File: src/rtl/bus_mailbox_pkg.sv
// Shared constants for bus_mailbox: register offsets (ADDR[3:2]),
// STATUS bit positions and CONTROL bit positions.
package mailbox_pkg;

  // Register offsets decoded from ADDR[3:2]
  localparam logic [1:0] REG_TXDATA  = 2'd0;
  localparam logic [1:0] REG_RXDATA  = 2'd1;
  localparam logic [1:0] REG_STATUS  = 2'd2;
  localparam logic [1:0] REG_CONTROL = 2'd3;

  // STATUS bit positions
  localparam int ST_TX_FULL     = 0;
  localparam int ST_TX_EMPTY    = 1;
  localparam int ST_RX_FULL     = 2;
  localparam int ST_RX_EMPTY    = 3;
  localparam int ST_TX_OVERFLOW = 4;
  localparam int ST_RX_UNDERFLOW = 5;
  localparam int ST_TX_COUNT_LSB = 8;
  localparam int ST_RX_COUNT_LSB = 16;

  // CONTROL bit positions; [1:0] are self-clearing flush strobes
  localparam int CTL_TX_FLUSH = 0;
  localparam int CTL_RX_FLUSH = 1;
  localparam int CTL_RX_IE    = 2;
  localparam int CTL_TX_IE    = 3;
  localparam int CTL_ERR_IE   = 4;

endpackage

File: src/rtl/bus_mailbox_sync_fifo.sv
// sync_fifo: single-clock FIFO with push/pop/flush strobes.
// Pushes into a full FIFO and pops from an empty one are ignored.
// Flush wins over push/pop in the same cycle. No fall-through: a pushed
// word reaches the head on the following cycle at the earliest.
// head reads 0 while the FIFO is empty.
module sync_fifo #(
  parameter int DEPTH  = 8,
  parameter int DATA_W = 32
) (
  input  logic                     CLK,
  input  logic                     Reset,
  input  logic                     push,
  input  logic                     pop,
  input  logic                     flush,
  input  logic [DATA_W-1:0]        pushData,
  output logic [DATA_W-1:0]        head,
  output logic                     full,
  output logic                     empty,
  output logic [$clog2(DEPTH):0]   count
);

  localparam int AW = $clog2(DEPTH);
  localparam int CW = AW + 1;

  logic [DATA_W-1:0] mem [DEPTH];
  logic [AW-1:0]     wrPtr;
  logic [AW-1:0]     rdPtr;
  logic              doPush;
  logic              doPop;

  assign full   = (count == CW'(DEPTH));
  assign empty  = (count == '0);
  assign doPush = push & ~full;
  assign doPop  = pop & ~empty;
  assign head   = empty ? '0 : mem[rdPtr];

  // Pointer and occupancy bookkeeping; flush and reset zero everything
  always_ff @(posedge CLK) begin
    if (Reset || flush) begin
      wrPtr <= '0;
      rdPtr <= '0;
      count <= '0;
    end else begin
      if (doPush) wrPtr <= wrPtr + 1'b1;
      if (doPop)  rdPtr <= rdPtr + 1'b1;
      count <= count + CW'(doPush) - CW'(doPop);
    end
  end

  // Storage write; contents need no reset because head is gated by empty
  always_ff @(posedge CLK) begin
    if (doPush && !flush && !Reset) mem[wrPtr] <= pushData;
  end

endmodule

File: src/rtl/bus_mailbox.sv
// bus_mailbox: CPU-bus mapped TX/RX mailbox built from two sync_fifo
// instances. ADDR[3:2] selects TXDATA, RXDATA, STATUS or CONTROL.
// Optional build macro MAILBOX_IRQ_EN adds the irq output and the
// read/write interrupt-enable bits in CONTROL.
//
// Stream handshakes: a word moves on a rising edge exactly when valid
// and ready are both 1 in the preceding cycle. tx_valid = TX not empty,
// rx_ready = RX not full; neither depends combinationally on the
// partner's valid/ready, and a producer must hold rx_data/rx_valid until
// the transfer happens.
module bus_mailbox
  import mailbox_pkg::*;
#(
  parameter int DEPTH  = 8,
  parameter int DATA_W = 32
) (
  input  logic              CLK,
  input  logic              Reset,
  input  logic              CS,
  input  logic              WE,
  input  logic [31:0]       ADDR,
  input  logic [DATA_W-1:0] Data_BUS_WRITE,
  output logic [DATA_W-1:0] Data_BUS_READ,
  output logic [DATA_W-1:0] tx_data,
  output logic              tx_valid,
  input  logic              tx_ready,
  input  logic [DATA_W-1:0] rx_data,
  input  logic              rx_valid,
  output logic              rx_ready
`ifdef MAILBOX_IRQ_EN
  ,
  output logic              irq
`endif
);

  localparam int CW = $clog2(DEPTH) + 1;

  logic [1:0]        regSel;
  logic              isWrite, isRead;
  logic              txPush, txPop, txFlush, txFull, txEmpty;
  logic              rxPush, rxPop, rxFlush, rxFull, rxEmpty;
  logic              txOverflowSet, rxUnderflowSet;
  logic              txOverflow, rxUnderflow;
  logic [CW-1:0]     txCount, rxCount;
  logic [DATA_W-1:0] rxHead;
  logic [DATA_W-1:0] statusWord;
  logic [DATA_W-1:0] readMux;
  logic              unusedAddrBits;

  assign unusedAddrBits = &{1'b0, ADDR[31:4], ADDR[1:0]};

  assign regSel  = ADDR[3:2];
  assign isWrite = CS & WE;
  assign isRead  = CS & ~WE;

  // TX side: a write to a full FIFO is dropped even if a pop happens too
  assign txPush        = isWrite & (regSel == REG_TXDATA) & ~txFull;
  assign txOverflowSet = isWrite & (regSel == REG_TXDATA) & txFull;
  assign txFlush       = isWrite & (regSel == REG_CONTROL) & Data_BUS_WRITE[CTL_TX_FLUSH];
  assign txPop         = ~txEmpty & tx_ready;
  assign tx_valid      = ~txEmpty;

  // RX side: reading an empty FIFO flags underflow instead of popping
  assign rxPop          = isRead & (regSel == REG_RXDATA) & ~rxEmpty;
  assign rxUnderflowSet = isRead & (regSel == REG_RXDATA) & rxEmpty;
  assign rxFlush        = isWrite & (regSel == REG_CONTROL) & Data_BUS_WRITE[CTL_RX_FLUSH];
  assign rxPush         = rx_valid & ~rxFull;
  assign rx_ready       = ~rxFull;

  sync_fifo #(.DEPTH(DEPTH), .DATA_W(DATA_W)) txFifo (
    .CLK(CLK), .Reset(Reset), .push(txPush), .pop(txPop), .flush(txFlush),
    .pushData(Data_BUS_WRITE), .head(tx_data), .full(txFull), .empty(txEmpty),
    .count(txCount)
  );

  sync_fifo #(.DEPTH(DEPTH), .DATA_W(DATA_W)) rxFifo (
    .CLK(CLK), .Reset(Reset), .push(rxPush), .pop(rxPop), .flush(rxFlush),
    .pushData(rx_data), .head(rxHead), .full(rxFull), .empty(rxEmpty),
    .count(rxCount)
  );

`ifdef MAILBOX_IRQ_EN
  logic rxIe, txIe, errIe;

  // Interrupt enables load on any CONTROL write; irq lags state by one edge
  always_ff @(posedge CLK) begin
    if (Reset) begin
      rxIe  <= 1'b0;
      txIe  <= 1'b0;
      errIe <= 1'b0;
      irq   <= 1'b0;
    end else begin
      if (isWrite && regSel == REG_CONTROL) begin
        rxIe  <= Data_BUS_WRITE[CTL_RX_IE];
        txIe  <= Data_BUS_WRITE[CTL_TX_IE];
        errIe <= Data_BUS_WRITE[CTL_ERR_IE];
      end
      irq <= (rxIe & ~rxEmpty) | (txIe & txEmpty) | (errIe & (txOverflow | rxUnderflow));
    end
  end
`endif

  // Sticky error flags: set by the faulting access, cleared by W1C to STATUS
  always_ff @(posedge CLK) begin
    if (Reset) begin
      txOverflow  <= 1'b0;
      rxUnderflow <= 1'b0;
    end else begin
      if (txOverflowSet)
        txOverflow <= 1'b1;
      else if (isWrite && regSel == REG_STATUS && Data_BUS_WRITE[ST_TX_OVERFLOW])
        txOverflow <= 1'b0;
      if (rxUnderflowSet)
        rxUnderflow <= 1'b1;
      else if (isWrite && regSel == REG_STATUS && Data_BUS_WRITE[ST_RX_UNDERFLOW])
        rxUnderflow <= 1'b0;
    end
  end

  // STATUS word built from the pre-access state of this cycle
  always_comb begin
    statusWord = '0;
    statusWord[ST_TX_FULL]      = txFull;
    statusWord[ST_TX_EMPTY]     = txEmpty;
    statusWord[ST_RX_FULL]      = rxFull;
    statusWord[ST_RX_EMPTY]     = rxEmpty;
    statusWord[ST_TX_OVERFLOW]  = txOverflow;
    statusWord[ST_RX_UNDERFLOW] = rxUnderflow;
    statusWord[ST_TX_COUNT_LSB +: 8] = 8'(txCount);
    statusWord[ST_RX_COUNT_LSB +: 8] = 8'(rxCount);
  end

  // Read data selection for the addressed register
  always_comb begin
    readMux = '0;
    case (regSel)
      REG_RXDATA: readMux = rxEmpty ? '0 : rxHead;
      REG_STATUS: readMux = statusWord;
`ifdef MAILBOX_IRQ_EN
      REG_CONTROL: begin
        readMux[CTL_RX_IE]  = rxIe;
        readMux[CTL_TX_IE]  = txIe;
        readMux[CTL_ERR_IE] = errIe;
      end
`endif
      default: readMux = '0;
    endcase
  end

  // Registered read port: loads only on read cycles, holds otherwise
  always_ff @(posedge CLK) begin
    if (Reset)
      Data_BUS_READ <= '0;
    else if (isRead)
      Data_BUS_READ <= readMux;
  end

endmodule

File: config.mk
export PLATFORM = sky130hd
export DESIGN_NAME = bus_mailbox
export DESIGN_NICKNAME = d
export VERILOG_FILES = /design/src/rtl/bus_mailbox_pkg.sv /design/src/rtl/bus_mailbox_sync_fifo.sv /design/src/rtl/bus_mailbox.sv
export SDC_FILE = /design/constraint.sdc
export NUM_CORES = 1
export LEC_CHECK = 0
export CAP_MARGIN = 20
export CORE_MARGIN = 5
export CORE_UTILIZATION = 40
export CTS_CLUSTER_DIAMETER = 120
export CTS_CLUSTER_SIZE = 10
export DETAILED_ROUTE_END_ITERATION = 8
export GPL_TIMING_DRIVEN = 0
export PLACE_DENSITY = 0.57
export SYNTH_ARGS = -nofsm -noshare
export SYNTH_HDL_FRONTEND = slang
export SYNTH_SLANG_ARGS = --single-unit
File: constraint.sdc
create_clock -name CLK -period 12.11 [get_ports CLK]
set_input_delay 1.8165 -clock CLK [delete_from_list [all_inputs] [get_ports CLK]]
set_output_delay 1.8165 -clock CLK [all_outputs]
set_load 0.01 [all_outputs]
## Word level (Yosys, flattened, before mapping)

Memories as Yosys holds them, arrays and structs flattened. A register that Yosys moved wholly into a read port is not among the register bits.
Index checks and enable logic that the tools add are counted.

| cells by class | value |
|---|---|
| $add $sub $neg | 8 |
| equal/unequal tests | 5 |
| bitwise operators | 22 |
| multiplexer cells | 15 |
| reductions and logical operators | 17 |

Operators by type and width:

| cell | number |
|---|---|
| two-way mux 32 bit | 2 |
| one-hot mux 32 bit (2 select lines) | 1 |
| bitwise AND 1 bit | 17 |
| adder 3 x 1 -> 3 bit, second input constant | 4 |
| two-way mux 3 bit | 4 |
| adder 4 x 1 -> 4 bit | 2 |
| == test 4 bit, second input constant | 2 |
| logical NOT 4 bit | 2 |
| two-way mux 1 bit | 8 |
| subtractor 4 x 1 -> 4 bit | 2 |
| logical AND 1 bit | 7 |
| inverter 1 bit | 5 |
| == test 2 bit, second input constant | 2 |
| nonzero test 2 bit | 2 |
| logical NOT 1 bit | 3 |
| == test 2 x 1 -> 1 bit, second input constant | 1 |
| logical NOT 2 bit | 1 |
| logical OR 1 bit | 2 |

| storage, ports and cells | value |
|---|---|
| bits in registers | 54 |
| output and inout bits | 66 |
| word-level logic and storage cells | 78 |
| input bits | 102 |
| memories | 2 |
| RAM bits | 512 |

Memories:

| memory | words | width | read ports | clocked after memory_dff | write ports | RTL line | text |
|---|---|---|---|---|---|---|---|
| rxFifo.mem | 8 | 32 | 1 | 1 | 1 | bus_mailbox_sync_fifo.sv:25 | `logic [DATA_W-1:0] mem [DEPTH];` |
| txFifo.mem | 8 | 32 | 1 | 1 | 1 | bus_mailbox_sync_fifo.sv:25 |  |

## Longest topological paths before layout

| depth | value |
|---|---|
| word-level depth | 8 |
| gate-level depth with buffers | 14 |
| depth with buffers taken out | 12 |

## By module

Synthesis repeated with hierarchy kept, for this count alone.

| unflattened totals | value |
|---|---|
| cells, all modules | 1077 |
| area total of the unflattened synthesis | 22039.9 um2 |

Modules (own cells, without submodules):

| module | area each (um2) | seq. area each (um2) | cells an instance | instances |
|---|---|---|---|---|
| sync_fifo at txFifo | 10293.6 | 7947.6 | 459 | 1 |
| sync_fifo at rxFifo | 10292.4 | 7947.6 | 459 | 1 |
| bus_mailbox | 1453.9 | 680.7 | 159 | 1 |

## Worst setup path before layout

OpenSTA, ideal clock, no wires.

| path | value |
|---|---|
| kind | in2reg |
| start | input port ADDR[2] |
| end | memory txFifo.mem[0][0], enable pin |
| setup slack | 6.564 ns |
| data required time | 11.649 ns |
| stages | 5 |
| buffers on the path | 1 |
| library setup time | 0.461 ns |
| arrival | 5.085 ns |
| path through | ha_1 > a41o_1 > buf_2 > or4_1 > nor3_1 |

| between the ends | value |
|---|---|
| longest elaborated chain between the ends | 8 |
| elaborated cells between the ends (all ways) | 12 |
| classes of those cells | eq/ne: 1; mux: 2; bitwise: 5; reduce/logical: 4 |

Ends and longest elaborated chain:

| element | RTL line | text |
|---|---|---|
| from (decl) | bus_mailbox.sv:21 | `input logic [31:0] ADDR,` |
| logical NOT 2 bit or == test 2 bit (tied branches) | bus_mailbox.sv:57, bus_mailbox.sv:59 |  |
| bitwise AND 1 bit, on equally long branches (2 in a row) | bus_mailbox.sv:57, bus_mailbox.sv:59 |  |
| bitwise AND 1 bit or logical NOT 1 bit (tied branches) | bus_mailbox_sync_fifo.sv:33, bus_mailbox_sync_fifo.sv:52 |  |
| logical AND 1 bit * (2 in a row) | bus_mailbox_sync_fifo.sv:52 | `if (doPush && !flush && !Reset) mem[wrPtr] <= pushData;` |
| two-way mux 1 bit * | bus_mailbox_sync_fifo.sv:52 |  |
| two-way mux 1 bit (not written as such) * | bus_mailbox_sync_fifo.sv:52 |  |
| to (decl) | bus_mailbox_sync_fifo.sv:25 |  |

Mark *: on every way between the ends. The rest lies on a longest branch, timed or not.

==> reports/results.ini <==
[grt]
grt_overflow = 0
grt_max_degree = 25
antenna_found_initial = 8
grt_use_total_pct = 16.4
grt_pass1_vias = 11800
grt_pass1_wl_um = 73600

[hold_path]
hold_path_class = register to register
hp-start = Data_BUS_READ[15]
whs_path_depth = 1
hold_path_end = Data_BUS_READ[15]

[critical_path]
cp-end-kind = output pin
cp.arrival_ns = 3.06
start_kind = register
critPathKind = register to output pin
worstReg2RegStart = txFifo.count[2]
rrSetupSlack_ns = 9.16
reg2reg_depth = 13
critical_path_required_ns = 10.29
critPathSlowestCell = buf_1
reg2reg_to = txFifo.count[2]
path_cells = buf_2 > buf_1 > mux4_2 > mux2i_1 > nor2_1 > clkdlybuf4s50_1
crit_fanout = 10
max_stage_delay_ns = 0.64

[routing]
first_pass_iters = 4
post_drt_wl_per_cell_um = 23.0
vias = 10900
vias_per_cell = 5.20
finalWirelength_um = 48100
drtAntennaViolNets = 0
remaining_drc_errors = 0
drt-initial-drc-count = 711

[clocking]
clk_latency_ns = 0.59
cts-buffers-inserted = 67
cts_tree = built
cts_root_buf = clkbuf_16
post_cts_buffers = 0
clockBufferDepth = 3
path_clk_slew_ns = 0.07
hold_buffers = 0
htree_levels = 3
clkSinkCount = 572
cts_resized = 0

[layout]
fin_cells = 2093
final_common_cell = edfxtp_1
nets = 1469
fillerInstances = 4513
drive_above_1_share_pct = 18.9
area_growth_pct = 21.3
final_cell_mix = 512 x edfxtp_1, 135 x clkdlybuf4s50_1, 105 x mux4_2

[logic_synthesis]
syn_area_um2 = 22000
post_synth.cell_area_avg_um2 = 19.7
synth-main-ff-cell = edfxtp_1
synth.distinct_cells = 43
syn_nets = 1239
ys_seq_elements = 572
yosys_warnings = 0
synthArstFlopShare_pct = 0
syn_inst = 1115
synth-edff-count = 512
ys_seq_area_share_pct = 75.4

[timing]
finClkSkew_ns = 0.0182
worst_pin_slew_ns = 0.983
final_hold_viol_count = 0
tns_ns = 0
drv_slew = 0
rsz0062_at_grt = false
max_freq_mhz = 205
maxSlewHeadroom_pct = 34.2
period_minus_slack_ns = 4.87
post-route-period-util_pct = 40.3
finalSetupViolCount = 0

[placed_design]
dp_cells = 1980
io_buffers = 135
gp_congestion = 0.735
place_hpwl_um = 31100

[die]
core_um2 = 54800
die_w_um = 244
start_util_pct = 40.1
die_h_um = 244
rows = 86
die-area_um2 = 59700
io_pins = 168

[pwr]
power_switching_mw = 1.16
p_int_mw = 3.64
comb_power_share_pct = 16.5
ir_worst_vdd_mv = 0.110
pwr-share-seq_pct = 46.3
power_density_nw_per_um2 = 180
swShare_pct = 24.2
p_clk_share_pct = 37.2
p_leak_nw = 8.51

[run]
cap_violations = 0

[outcome]
status = finished clean

-- synth_stat cells, types with 2 or more instances --
library cell  instances  area, um^2
a21o_1               19         143
a21oi_1              21         105
a22oi_1              30         225
a32oi_1               2        17.5
a41o_1                2        20.0
and2_1                6        37.5
and3_1                2        12.5
buf_1                 8        30.0
buf_12                2        40.0
buf_2                19        95.1
buf_4                 9        67.6
buf_6                 3        33.8
clkbuf_1             17        63.8
dfxtp_1              60        1200
edfxtp_1            512       15400
fa_1                  2        40.0
ha_1                 20         250
inv_1                18        67.6
mux2i_1              69         691
mux4_1                6         158
mux4_2              105        2360
nand2_1              23        86.3
nand2b_1             22         138
nand3_1               6        30.0
nand4_1               6        37.5
nor2_1               68         255
nor2b_1               2        12.5
nor2b_2               2        17.5
nor3_1                4        20.0
nor3b_1               2        15.0
o21ai_0               9        45.0
o21ai_1               4        20.0
o22ai_1              14        87.6
or3b_2                2        17.5
xnor2_1               6        52.6
xor2_1                6        52.6
-- flip-flops by register name (all words and copies together) (netlist names), named ones only --
name and count:
txFifo.rdPtr 3, rxUnderflow 1, txFifo.mem 256, Data_BUS_READ 32
txOverflow 1, txFifo.count 4, rxFifo.wrPtr 3, rxFifo.rdPtr 3
txFifo.wrPtr 3, rxFifo.mem 256, rxFifo.count 4
-- worst max path at each step --
| stage | from | to | slack, ns |
|---|---|---|---|
| final | register | tx_data[4] | 7.24 |
| after global routing | register | tx_data[4] | 7.03 |
| after CTS | register | tx_data[8] | 7.13 |
| after detailed placement | ADDR[2] | txFifo.mem[0][13] | 7.12 |
| after global placement | ADDR[2] | rxFifo.mem[0][22] | 3.63 |
| after floorplan | ADDR[2] | txFifo.mem[0][0] | 6.56 |
-- layer usage --
metal / vias to the layer above / track usage [%] / wire (um)
li1: 4957 / - / -
met1: 5602 / 20.5 / 20000
met2: 234 / 28.6 / 24800
met3: 80 / 3.58 / 2190
met4: 8 / 5.08 / 1020
met5: - / 0 / 47
-- cell families after synthesis --
group | after synthesis | share of synthesized area [%]
AO/OA/AOI/OAI | 103 | 3.10
XOR/XNOR | 12 | 0.478
adder cells (fa/ha/maj) | 22 | 1.32
buffers and inverters | 79 | 1.88
flip-flops | 572 | 75.4
multiplexers | 180 | 14.6
AND/OR/NAND/NOR | 147 | 3.15
-- power by group through the flow --
stage          Combinational (mW)  Sequential [mW]  Clock (mW)
2_1_floorplan               0.468             2.26           0
3_3_place_gp                0.797             2.26           0
3_5_place_dp                0.818             2.26           0
4_1_cts                     0.821             2.22        1.84
5_1_grt                     0.876             2.22        1.92
6_report                    0.794             2.22        1.78
-- area by class of cell --
| class | count | area, um^2 | area share [%] |
|---|---|---|---|
| multi-input cells | 464 | 5090 | 19.1 |
| clock inverters | 6 | 75.1 | 0.282 |
| diodes | 5 | 12.5 | 0.0469 |
| well taps | 704 | 881 | 3.30 |
| repair buffers | 161 | 1780 | 6.66 |
| flip-flops and latches | 572 | 16600 | 62.2 |
| clock buffers | 102 | 1830 | 6.86 |
| plain buffers | 60 | 343 | 1.29 |
| inverters | 19 | 71.3 | 0.268 |
-- metrics by stage --
step | utilization [%] | hold slack (ns) | setup WS, ns | instance area, um^2 | total power, mW
2_1_floorplan | - | 0.436 | 6.56 | 22000 | 2.72
4_1_cts | 48.6 | 0.451 | 7.13 | 26600 | 4.88
3_3_place_gp | 44.2 | 0.438 | 3.63 | 24200 | 3.06
6_report | 48.7 | 0.451 | 7.24 | 26700 | 4.80
3_5_place_dp | 45.2 | 0.439 | 7.12 | 24700 | 3.08
5_1_grt | 48.7 | 0.473 | 7.03 | 26600 | 5.02
-- critical path, delay by kind of cell, from the launching register on --
kind	cells	cell delay [ns]
flip-flops	1	0.31
buffers and inverters	3	1.48
multiplexers	2	0.42
AND/OR/NAND/NOR	1	0.25
Note: power is estimated with default switching activity, not from simulation.
